## src/rtl/sar_value_finder_pkg.sv

```systemverilog
// Shared types and defaults for the successive-approximation value finder.
package sar_value_finder_pkg;

  localparam int SAR_WIDTH = 8;
  localparam int SAR_CNTW  = 4;

  typedef enum logic [1:0] {
    S_IDLE  = 2'd0,
    S_PROBE = 2'd1,
    S_FIN   = 2'd2
  } sar_state_e;

endpackage

```

## src/rtl/sar_value_finder_if.sv

```systemverilog
// Search control/result bundle between the value finder and its comparator-side environment.
interface sar_value_finder_if
  import sar_value_finder_pkg::*;
#(
  parameter int WIDTH = SAR_WIDTH,
  parameter int CNTW  = SAR_CNTW
);

  logic             start;
  logic             gt_in;
  logic             eq_in;
  logic [WIDTH-1:0] guess;
  logic             busy;
  logic             done;
  logic [WIDTH-1:0] result;
  logic [CNTW-1:0]  probes;

  // The finder side.
  modport master (
    input  start, gt_in, eq_in,
    output guess, busy, done, result, probes
  );

  // The environment: requester plus external comparator.
  modport slave (
    output start, gt_in, eq_in,
    input  guess, busy, done, result, probes
  );

endinterface

```

## src/rtl/sar_value_finder.sv

```systemverilog
// Recovers an unknown value MSB-first from an external comparator's greater/equal answers.
module sar_value_finder
  import sar_value_finder_pkg::*;
#(
  parameter int WIDTH = SAR_WIDTH,
  parameter int CNTW  = SAR_CNTW
) (
  input  logic               clk,
  input  logic               rst,
  sar_value_finder_if.master bus
);

  sar_state_e       state_reg, state_next;
  logic [WIDTH-1:0] acc_reg, acc_next;
  logic [CNTW-1:0]  bit_reg, bit_next;
  logic [CNTW-1:0]  cnt_reg, cnt_next;
  logic [WIDTH-1:0] result_reg, result_next;
  logic [CNTW-1:0]  probes_reg, probes_next;

  logic [WIDTH-1:0] probe;
  logic [WIDTH-1:0] guess;
  logic             busy;
  logic             done;

  // Trial value: accumulated bits plus the one currently under test.
  generate
    for (genvar gi = 0; gi < WIDTH; gi++) begin : g_probe
      assign probe[gi] = acc_reg[gi] | (bit_reg == CNTW'(gi));
    end
  endgenerate

  always_ff @(posedge clk) begin
    if (rst) begin
      state_reg  <= S_IDLE;
      acc_reg    <= '0;
      bit_reg    <= CNTW'(WIDTH - 1);
      cnt_reg    <= '0;
      result_reg <= '0;
      probes_reg <= '0;
    end else begin
      state_reg  <= state_next;
      acc_reg    <= acc_next;
      bit_reg    <= bit_next;
      cnt_reg    <= cnt_next;
      result_reg <= result_next;
      probes_reg <= probes_next;
    end
  end

  always_comb begin
    state_next  = state_reg;
    acc_next    = acc_reg;
    bit_next    = bit_reg;
    cnt_next    = cnt_reg;
    result_next = result_reg;
    probes_next = probes_reg;
    guess       = result_reg;
    busy        = 1'b0;
    done        = 1'b0;

    case (state_reg)
      S_IDLE: begin
        if (bus.start) begin
          state_next = S_PROBE;
          acc_next   = '0;
          bit_next   = CNTW'(WIDTH - 1);
          cnt_next   = '0;
        end
      end

      S_PROBE: begin
        busy     = 1'b1;
        guess    = probe;
        cnt_next = cnt_reg + CNTW'(1);
        // Equality wins even if the comparator also claims greater-than.
        if (bus.eq_in) begin
          result_next = probe;
          probes_next = cnt_reg + CNTW'(1);
          state_next  = S_FIN;
        end else begin
          if (bus.gt_in) begin
            acc_next = probe;
          end
          if (bit_reg == '0) begin
            result_next = bus.gt_in ? probe : acc_reg;
            probes_next = CNTW'(WIDTH);
            state_next  = S_FIN;
          end else begin
            bit_next = bit_reg - CNTW'(1);
          end
        end
      end

      S_FIN: begin
        done       = 1'b1;
        state_next = S_IDLE;
      end

      default: begin
        state_next = S_IDLE;
      end
    endcase
  end

  assign bus.guess  = guess;
  assign bus.busy   = busy;
  assign bus.done   = done;
  assign bus.result = result_reg;
  assign bus.probes = probes_reg;

endmodule

```

## src/flat_wrapper.sv

```systemverilog
// flat-port wrapper written by rule: the top's interface ports become plain ports
module sar_value_finder_flat import sar_value_finder_pkg::*;
#(
  parameter int WIDTH = SAR_WIDTH,
  parameter int CNTW  = SAR_CNTW
)
  (clk, rst, bus_start, bus_gt_in, bus_eq_in, bus_guess, bus_busy, bus_done, bus_result, bus_probes);
  sar_value_finder_if #(.WIDTH(WIDTH), .CNTW(CNTW)) bus_i ();
  input  logic clk;
  input  logic rst;
  input wire logic [$bits(bus_i.start)-1:0] bus_start;
  input wire logic [$bits(bus_i.gt_in)-1:0] bus_gt_in;
  input wire logic [$bits(bus_i.eq_in)-1:0] bus_eq_in;
  output wire logic [$bits(bus_i.guess)-1:0] bus_guess;
  output wire logic [$bits(bus_i.busy)-1:0] bus_busy;
  output wire logic [$bits(bus_i.done)-1:0] bus_done;
  output wire logic [$bits(bus_i.result)-1:0] bus_result;
  output wire logic [$bits(bus_i.probes)-1:0] bus_probes;
  assign bus_i.start = bus_start;
  assign bus_i.gt_in = bus_gt_in;
  assign bus_i.eq_in = bus_eq_in;
  assign bus_guess = bus_i.guess;
  assign bus_busy = bus_i.busy;
  assign bus_done = bus_i.done;
  assign bus_result = bus_i.result;
  assign bus_probes = bus_i.probes;
  sar_value_finder #(.WIDTH(WIDTH), .CNTW(CNTW)) u_core (.clk(clk), .rst(rst), .bus(bus_i));
endmodule
```

## config.mk

```make
export PLATFORM = sky130hd
export DESIGN_NAME = sar_value_finder_flat
export DESIGN_NICKNAME = d
export VERILOG_FILES = /design/src/rtl/sar_value_finder_pkg.sv /design/src/rtl/sar_value_finder_if.sv /design/src/rtl/sar_value_finder.sv /design/src/flat_wrapper.sv
export SDC_FILE = /design/constraint.sdc
export NUM_CORES = 1
export LEC_CHECK = 0
export ABC_AREA = 1
export ABC_CLOCK_PERIOD_IN_PS = 2700
export CAP_MARGIN = 20
export CORE_UTILIZATION = 34
export DETAILED_ROUTE_END_ITERATION = 8
export HOLD_SLACK_MARGIN = 0.06
export SETUP_SLACK_MARGIN = 0.02
export SYNTH_ARGS = -nofsm -noshare
export SYNTH_HDL_FRONTEND = slang
export SYNTH_SLANG_ARGS = --single-unit
```

## constraint.sdc

```tcl
create_clock -name clk -period 2.7 [get_ports clk]
set_clock_uncertainty 0.15 [all_clocks]
set_input_delay 0.54 -clock clk [delete_from_list [all_inputs] [get_ports clk]]
set_output_delay 0.54 -clock clk [all_outputs]
set_load 0.02 [all_outputs]
```

## Word-level counts from Yosys, hierarchy flattened

Cells that the tools add are included.

| word-level totals | value |
|---|---|
| memory bits (read-only) | 0 |
| input port bits | 5 |
| output and inout port bits | 22 |
| memories | 0 |
| bits in latches | 0 |
| memory bits (writable) | 0 |
| register bits | 30 |
| word-level logic and storage cells | 59 |

| operators by class | value |
|---|---|
| multiplexer cells | 21 |
| divide/modulo/power cells | 0 |
| shift operators | 0 |
| reduce and logical (&&, ||, !) cells | 9 |
| bitwise gates (word level) | 8 |
| $add $sub $neg | 2 |
| magnitude comparators | 0 |
| multiply operators | 0 |
| equality and inequality tests | 13 |

Operators by type and width:

| cell | number |
|---|---|
| two-way mux 8 bit | 6 |
| two-way mux 4 bit | 6 |
| equality test 4 x 3 -> 1 bit (second input constant) | 4 |
| one-hot mux 4 bit (2 select lines) | 2 |
| one-hot mux 8 bit (2 select lines) | 1 |
| equality test 4 x 2 -> 1 bit (second input constant) | 2 |
| OR 1 bit | 8 |
| two-way mux 2 bit | 3 |
| != test 2 bit (second input constant) | 3 |
| AND reduction 2 bit | 3 |
| adder 4 x 1 -> 4 bit (second input constant) | 1 |
| equality test 4 x 1 -> 1 bit (second input constant) | 1 |
| logical NOT 4 bit | 1 |
| one-hot mux 2 bit (2 select lines) | 1 |
| AND reduction 4 bit | 1 |
| nonzero test 2 bit | 2 |
| subtractor 4 x 1 -> 4 bit (second input constant) | 1 |
| != test 3 x 2 -> 1 bit (second input constant) | 1 |
| AND reduction 3 bit | 1 |
| equality test 2 x 1 -> 1 bit (second input constant) | 1 |
| equality test 2 bit (second input constant) | 1 |
| logical NOT 2 bit | 1 |
| two-way mux 1 bit | 2 |

## Depth between registers and ports, before layout

Gate-level depths: netlist of the first run.

| logic depth | value |
|---|---|
| depth after elaboration | 5 |
| gate-level depth with buffers | 8 |
| gate-level depth less buffers | 8 |

## Worst setup path before layout of the first run

Ideal clock, no wire load.

| path | value |
|---|---|
| kind | register to output |
| start point | register u_core.state_reg[1] |
| end point | output bus_guess[7] |
| cell stages (with the launch flop) | 6 |
| arrival time | 1.290 ns |
| data required time | 2.010 ns |
| buffers on the path | 1 |
| setup slack | 0.720 ns |
| cell sequence | dfxtp_1 -> inv_1 -> nand2_4 -> inv_1 -> buf_2 -> o21ai_0 |

| between the ends | value |
|---|---|
| longest elaborated chain between the ends | 2 |

Ends and longest elaborated chain:

| item | line | source |
|---|---|---|
| from (decl) | sar_value_finder.sv:13 | `sar_state_e state_reg, state_next;` |
| from (signal assigned) | sar_value_finder.sv:41 | `state_reg <= state_next;` |
| equality test 2 x 1 -> 1 bit | sar_value_finder.sv:61 | `case (state_reg)` |
| two-way mux 8 bit | sar_value_finder.sv:61 |  |
| to (decl) | flat_wrapper.sv:14 | `output wire logic [$bits(bus_i.guess)-1:0] bus_guess;` |

No other way between the ends.

## Worst setup path after layout of the first run

| path | value |
|---|---|
| start point | register u_core.state_reg[1] |
| end point | output bus_guess[3] |

Same word-level chain as after synthesis.

==> reports/metrics.yaml, run 1 <==
outcome: "complete, no violations"
start_kind: "flop"
wl_met3_um: 210
fin_crit_sh_pct: 97.9
insertion_delay_ns: 0.28
wl_met1_mm: 1.94
regArea_um2: 601
tightest_slew_ns: 0.443
cts_tree: "done"
yosysWarnings: 0
worstPathRequired_ns: 2.01
crit_path_cell_trace: "inv_1 > nand2_4 > clkinvlp_2 > nor2_1 > a31oi_1 > clkdlybuf4s50_1"
hp-class: "reg -> reg"
dr_total_vias: 1500
syn_area_per_cell_um2: 7.11
slew_violations: 0
clock_path_buffers: 2
grt_use_total_pct: 16.4
r2r-end: "u_core.bus.probes[3]"
grt_pass1_wl_mm: 6.45
drv_cap: 0
clkPwrFrac_pct: 35.2
worstReg2RegStart: "u_core.state_reg[1]"
synth_nets: 238
syn-instance-count: 227
grt_remaining_overflow: 0
critical-path-max-stage-delay_ns: 0.63
p_leak_uw: 0.000945
reg2regPathDepth: 7
min_to: "u_core.bus.probes[0]"
critical_path.slowest_cell: "clkdlybuf4s50_1"
die_area_mm2: 0.00503
grt_max_degree: 15
die_x_um: 70.9
yosysUniqueCellTypes: 27
hpwlAfterDp_mm: 2.76
cellPowerDensity_mw_per_mm2: 520
ys_seq_area_share_pct: 37.2
routed_via_density: 4.79
path_buf_inv: 3
rsz0062_at_grt: "yes"
placementRows: 24
sw_frac_of_total_pct: 29.6
placed_cells: 302
multi_input_area_um2: 870
wl_mm: 3.82
ys_ff_latch: 30
yosysTopAreaCell: "dfxtp_1"
p_comb_share_pct: 20.5
drc_errors: 0
clk_pin_slew_worst_paths_ns: 0.06
fin_cells: 313
dr.max_layer_used: "met4"
p_seq_share_pct: 44.3
num-nets-final: 271
fillers: 466
async_flop_share_pct: 0
yosysMostFrequentCell: "nand2_1"
num_antenna_cells: 0
hold_violations: 0
coreArea_mm2: 0.00444
hold_start: "u_core.bus.probes[0]"
crit_path_max_fanout: 8
path_class: "reg -> out"
maxClockFrequency_ghz: 0.378
place_congestion: 0.843
min_period_ns: 2.64
p_switching_uw: 315
yosys-top-cells-count: "63 x nand2_1, 30 x dfxtp_1, 26 x inv_1, 26 x nor2_1, 19 x a21oi_1"
fin_hold_ws_ns: 0.317
min_path_cells: 2
synth_area_mm2: 0.00161
reg2reg_slack_ns: 0.95
antenna_found_initial: 0
portBuffers: 26
crit_path_end_kind: "output port"
synth_enable_flop_cells: 0
clkSinkCount: 30
setup_viol: 0
htree_levels: 2
grt_pass1_vias: 1422
area_growth_pct: 26.8
drt_pass1_iterations: 6
arrival_ns: 1.95
start_util_pct: 36.3
numCtsBuffers: 5
wl_met2_mm: 1.64
synth.top_cell.area_share_pct: 37.2
maxSlewHeadroom_pct: 70.3
root_buffer: "clkbuf_8"
die_h_um: 70.9
drt_iter0_markers: 53
layout-drive-gt1-share_pct: 10.7
postRouteAntennaNets: 0
critical-path-top-delay-family: "buffers and inverters"
post_drt_wl_per_cell_um: 12.2
ys.flop_type: "dfxtp_1"
synth_area_leaders: "dfxtp_1 37%, nand2_1 15%, inv_1 6.0%, nor2_1 6.0%, a21oi_1 5.9%"
vdd_drop_max_uv: 264
p_int_uw: 750
pin_count: 27
-- through the flow --
step | setup WS [ns] | util (%) | cell area [µm²] | total power, µW | setup TNS [ns]
after floorplan | 0.720 | - | 1610 | 617 | 0
after global placement | 0.243 | 43.2 | 1920 | 696 | 0
after detailed placement | 0.220 | 43.2 | 1920 | 695 | 0
after CTS | 0.0351 | 45.7 | 2030 | 1080 | 0
after global routing | -0.0595 | 46.1 | 2050 | 1120 | -0.154
final | 0.0567 | 46.1 | 2050 | 1070 | 0
-- power by group through the flow --
stage	combinational [µW]	sequential (µW)	clock (µW)
after CTS	221	471	383
after global placement	214	482	0
final	218	472	375
after detailed placement	214	481	0
after global routing	240	474	402
after floorplan	127	490	0
-- worst max path at each step --
stage	from	end	slack (ns)	cells after the start
detailed placement	u_core.state_reg[0]	bus_guess[3]	0.22	5
CTS	u_core.bit_reg[1]	bus_guess[5]	0.04	7
finish	u_core.state_reg[1]	bus_guess[3]	0.06	6
floorplan	u_core.state_reg[1]	bus_guess[7]	0.72	5
global placement	u_core.state_reg[1]	bus_guess[3]	0.24	6
global route	u_core.state_reg[1]	bus_guess[3]	-0.06	6
-- kinds of logic (layout without fill, tap and decap cells) --
kind of cell | after synthesis | after routing | share of synthesized area (%)
XOR/XNOR | 1 | 1 | 0.543
buffers and inverters | 33 | 67 | 9.15
AND/OR/NAND/NOR | 115 | 115 | 32.9
adder cells (fa/ha/maj) | 6 | 6 | 4.65
AO/OA/AOI/OAI | 42 | 42 | 15.5
flip-flops | 30 | 30 | 37.2
-- worst register-to-register path, cell delays in order (launching register included) --
cell and delay [ns]:
dfxtp_1 0.33, inv_1 0.07, nand2_4 0.16, clkinvlp_2 0.32
buf_4 0.27, nand2_2 0.16, nand2_1 0.09, a21oi_2 0.14
-- routing by layer --
metal / vias up / global-route usage (%)
met4: 0 / 3.33
li1: 793 / -
met1: 671 / 21.6
met3: 5 / 5.70
met2: 31 / 26.2
met5: - / 0
-- placed cells by master (no fill, tap or decap), types with 2 or more instances in the layout --
| master | n |
|---|---|
| nand2_1 | 63 |
| ha_1 | 6 |
| clkdlybuf4s50_1 | 21 |
| buf_4 | 6 |
| o211ai_1 | 3 |
| nand2_4 | 3 |
| a21oi_1 | 19 |
| nand3b_1 | 4 |
| o21bai_1 | 2 |
| nand2_2 | 2 |
| nor2_1 | 26 |
| dfxtp_1 | 30 |
| o21ai_0 | 8 |
| o31ai_1 | 2 |
| nand3_1 | 10 |
| clkbuf_8 | 6 |
| a31oi_1 | 4 |
| dlymetal6s2s_1 | 4 |
| inv_1 | 25 |
| nor2_4 | 3 |
-- final cells by class --
cell class              count  share of cell area, %
clock buffers               7                   4.22
well taps                  52                   3.18
flip-flops and latches     30                   29.3
repair buffers             32                   15.3
inverters                  26                   4.95
clock inverters             1                  0.244
repair inverters            1                  0.244
multi-input cells         164                   42.5
-- timing repair --
action,CTS,global route
gates cloned,1,0
endpoints found under the setup margin,6,7
hold buffers,0,0
resized for setup,2,5
pin swaps,0,0
setup buffers,2,0
Power figures use the tool's default switching activity.
==> run 2, diff against run 1 <==
- CTS_BUF_LIST: unset -> sky130_fd_sc_hd__clkbuf_4
==> run 2 against run 1 <==
  * Global-route usage grew 0.48 points
  * Hold slack better by 0.0049 ns
  * Die area is the same
  * Flip-flop and latch count is the same
  * Cell area shrank 2.1%
  * Non-clock buffer count is the same
  * Count of clock-buffer cells in the layout shrank 1
  * Utilization shrank 0.96 points
  * Final cell count did not move
  * Routed wire length barely moved
  * Worst setup slack better by 0.17 ns
==> reports/metrics.yaml, run 2 (synthesis gave the netlist of run 1 again) <==
drt_iter0_markers: 79  # was 53
rsz0062_at_grt: "no"  # was yes
fin_crit_sh_pct: 91.5  # was 97.9%
insertion_delay_ns: 0.33  # was 0.28 ns
drc_errors: 0  # unchanged
critical-path-max-stage-delay_ns: 0.35  # was 0.63 ns
antenna_found_initial: 0  # unchanged
post_dp_cell_area_mm2: 0.00192  # unchanged
globalRoute.busiestLayer: "met2"  # unchanged
postRouteAntennaNets: 0  # unchanged
num-nets-final: 271  # unchanged
maxClockFrequency_ghz: 0.405  # was 0.378 GHz
root_buffer: "clkbuf_4"  # was clkbuf_8
cellPowerDensity_mw_per_mm2: 475  # was 520 mW/mm²
grt_pass1_vias: 1420  # was 1422
coreArea_mm2: 0.00444  # unchanged
portBuffers: 26  # unchanged
pin_count: 27  # unchanged
layout_common_cells: "63 x nand2_1, 30 x dfxtp_1, 26 x nor2_1, 25 x inv_1, 19 x a21oi_1"  # was 63 x nand2_1, 30 x dfxtp_1, 26 x nor2_1, 25 x inv_1, 21 x clkdlybuf4s50_1
hold_start: "u_core.bus.probes[0]"  # unchanged
hold_violations: 0  # unchanged
grtUsageMet2_pct: 26.3  # was 26.2%
htree_levels: 2  # unchanged
area_growth_pct: 24.2  # was 26.8%
fillers: 471  # was 466
wl_mm: 3.82  # about the same
start_kind: "flop"  # unchanged
arrival_ns: 1.78  # was 1.95 ns
layout-drive-gt1-share_pct: 10.7  # unchanged
min_period_ns: 2.47  # was 2.64 ns
reg2reg_slack_ns: 1.07  # was 0.95 ns
ctsHoldBuffers: 0  # unchanged
grt_util_met3_pct: 6.55  # was 5.70%
min_to: "u_core.bus.probes[0]"  # unchanged
startpoint: "u_core.state_reg[1]"  # unchanged
path_buf_inv: 4  # was 3
vdd_drop_max_uv: 259  # was 264 µV
maxSlewHeadroom_pct: 71.2  # was 70.3%
dp_slack_ns: 0.220  # unchanged
clk_pin_slew_worst_paths_ns: 0.09  # was 0.06 ns
min_path_cells: 2  # unchanged
die_x_um: 70.9  # unchanged
slew_violations: 0  # unchanged
clkSinkCount: 30  # unchanged
layout_setup_ws_ns: 0.230  # was 0.0567 ns
clock_path_buffers: 2  # unchanged
drt_pass1_iterations: 6  # unchanged
place_congestion: 0.843  # unchanged
r2r-end: "u_core.bus.probes[3]"  # unchanged
setup_tns_ns: 0  # unchanged
numCtsBuffers: 5  # unchanged
p_leak_uw: 0.000926  # was 0.000945 µW
setup_viol: 0  # unchanged
hpwlAfterDp_mm: 2.76  # unchanged
num_antenna_cells: 0  # unchanged
start_util_pct: 36.3  # unchanged
critical_path.slowest_cell: "dfxtp_1"  # was clkdlybuf4s50_1
grt_remaining_overflow: 0  # unchanged
drv_cap: 0  # unchanged
fin_area_mm2: 0.00200  # was 0.00205 mm²
hp-class: "reg -> reg"  # unchanged
crit_path_max_fanout: 8  # unchanged
grt_pass1_wl_mm: 6.51  # was 6.45 mm
use_met1_pct: 21.9  # was 21.6%
path_class: "reg -> out"  # unchanged
crit_path_end_kind: "output port"  # unchanged
tightest_slew_ns: 0.430  # was 0.443 ns
dr_total_vias: 1488  # was 1500
reg2regPathDepth: 6  # was 7
fin_cells: 313  # unchanged
post_drt_wl_per_cell_um: 12.2  # about the same
placementRows: 24  # unchanged
placed_cells: 302  # unchanged
worstReg2RegStart: "u_core.bit_reg[0]"  # was u_core.state_reg[1]
outcome: "complete, no violations"  # unchanged
routed_via_density: 4.75  # was 4.79
critical-path-top-delay-family: "buffers and inverters"  # unchanged
crit_path_cell_trace: "inv_1 > nand2_4 > clkinvlp_4 > buf_4 > nor2_1 > a31oi_1 > dlygate4sd2_1"  # was inv_1 > nand2_4 > clkinvlp_2 > nor2_1 > a31oi_1 > clkdlybuf4s50_1
die_area_mm2: 0.00503  # unchanged
layout_commonest_cell: "nand2_1"  # unchanged
worstPathRequired_ns: 2.01  # about the same
die_h_um: 70.9  # unchanged
cts_tree: "done"  # unchanged
grt_use_total_pct: 16.9  # was 16.4%
grt_max_degree: 15  # unchanged
run 2: per-stage QoR:
stage | hold slack [ns] | util (%) | power, µW
global placement | 0.307 | 43.2 | 696
CTS | 0.326 | 44.8 | 968
floorplan | 0.298 | - | 617
detailed placement | 0.304 | 43.2 | 695
global route | 0.342 | 45.1 | 1010
finish | 0.322 | 45.1 | 952
run 2: layout make-up:
| cell class | count | area [µm²] | share of cell area (%) |
|---|---|---|---|
| clock inverter | 2 | 8.76 | 0.437 |
| timing repair buffer | 32 | 307 | 15.3 |
| sequential | 30 | 601 | 30.0 |
| tap | 52 | 65.1 | 3.25 |
| inverter | 26 | 101 | 5.06 |
| multi-input combinational | 164 | 870 | 43.4 |
| timing repair inverter | 1 | 7.51 | 0.375 |
| clock buffer | 6 | 45.0 | 2.25 |
run 2: power breakdown:
group	switching (µW)	internal (µW)	leakage, µW	total [µW]
combinational	132	82.0	0.000650	214
sequential	13.3	458	0.000244	471
clock	159	108	0.0000331	267
run 2: how the worst max path moves through the flow:
stage | end | slack [ns] | depth (start not counted)
final | bus_guess[0] | 0.23 | 7
after global routing | bus_guess[6] | 0.03 | 7
after CTS | bus_guess[3] | -0.02 | 5
after detailed placement | bus_guess[3] | 0.22 | 5
after global placement | bus_guess[3] | 0.24 | 6
after floorplan | bus_guess[7] | 0.72 | 5
run 2: routing by layer:
layer,vias up,wire length [µm]
li1,793,-
met1,657,1960
met2,34,1630
met3,4,196
met4,0,29
met5,-,0
run 2: worst min-delay path: cells and delay by family (launching register included):
kind / cells / cell delay, ns
AOI/OAI and AO/OA: 1 / 0.05
DFF: 1 / 0.32
and+or+nand+nor: 1 / 0.06
run 2: timing repair:
action / CTS / global route
gates resized for setup: 6 / 5
endpoints found under the setup margin: 8 / 5
buffers inserted: 2 / 0
gates cloned: 1 / 0
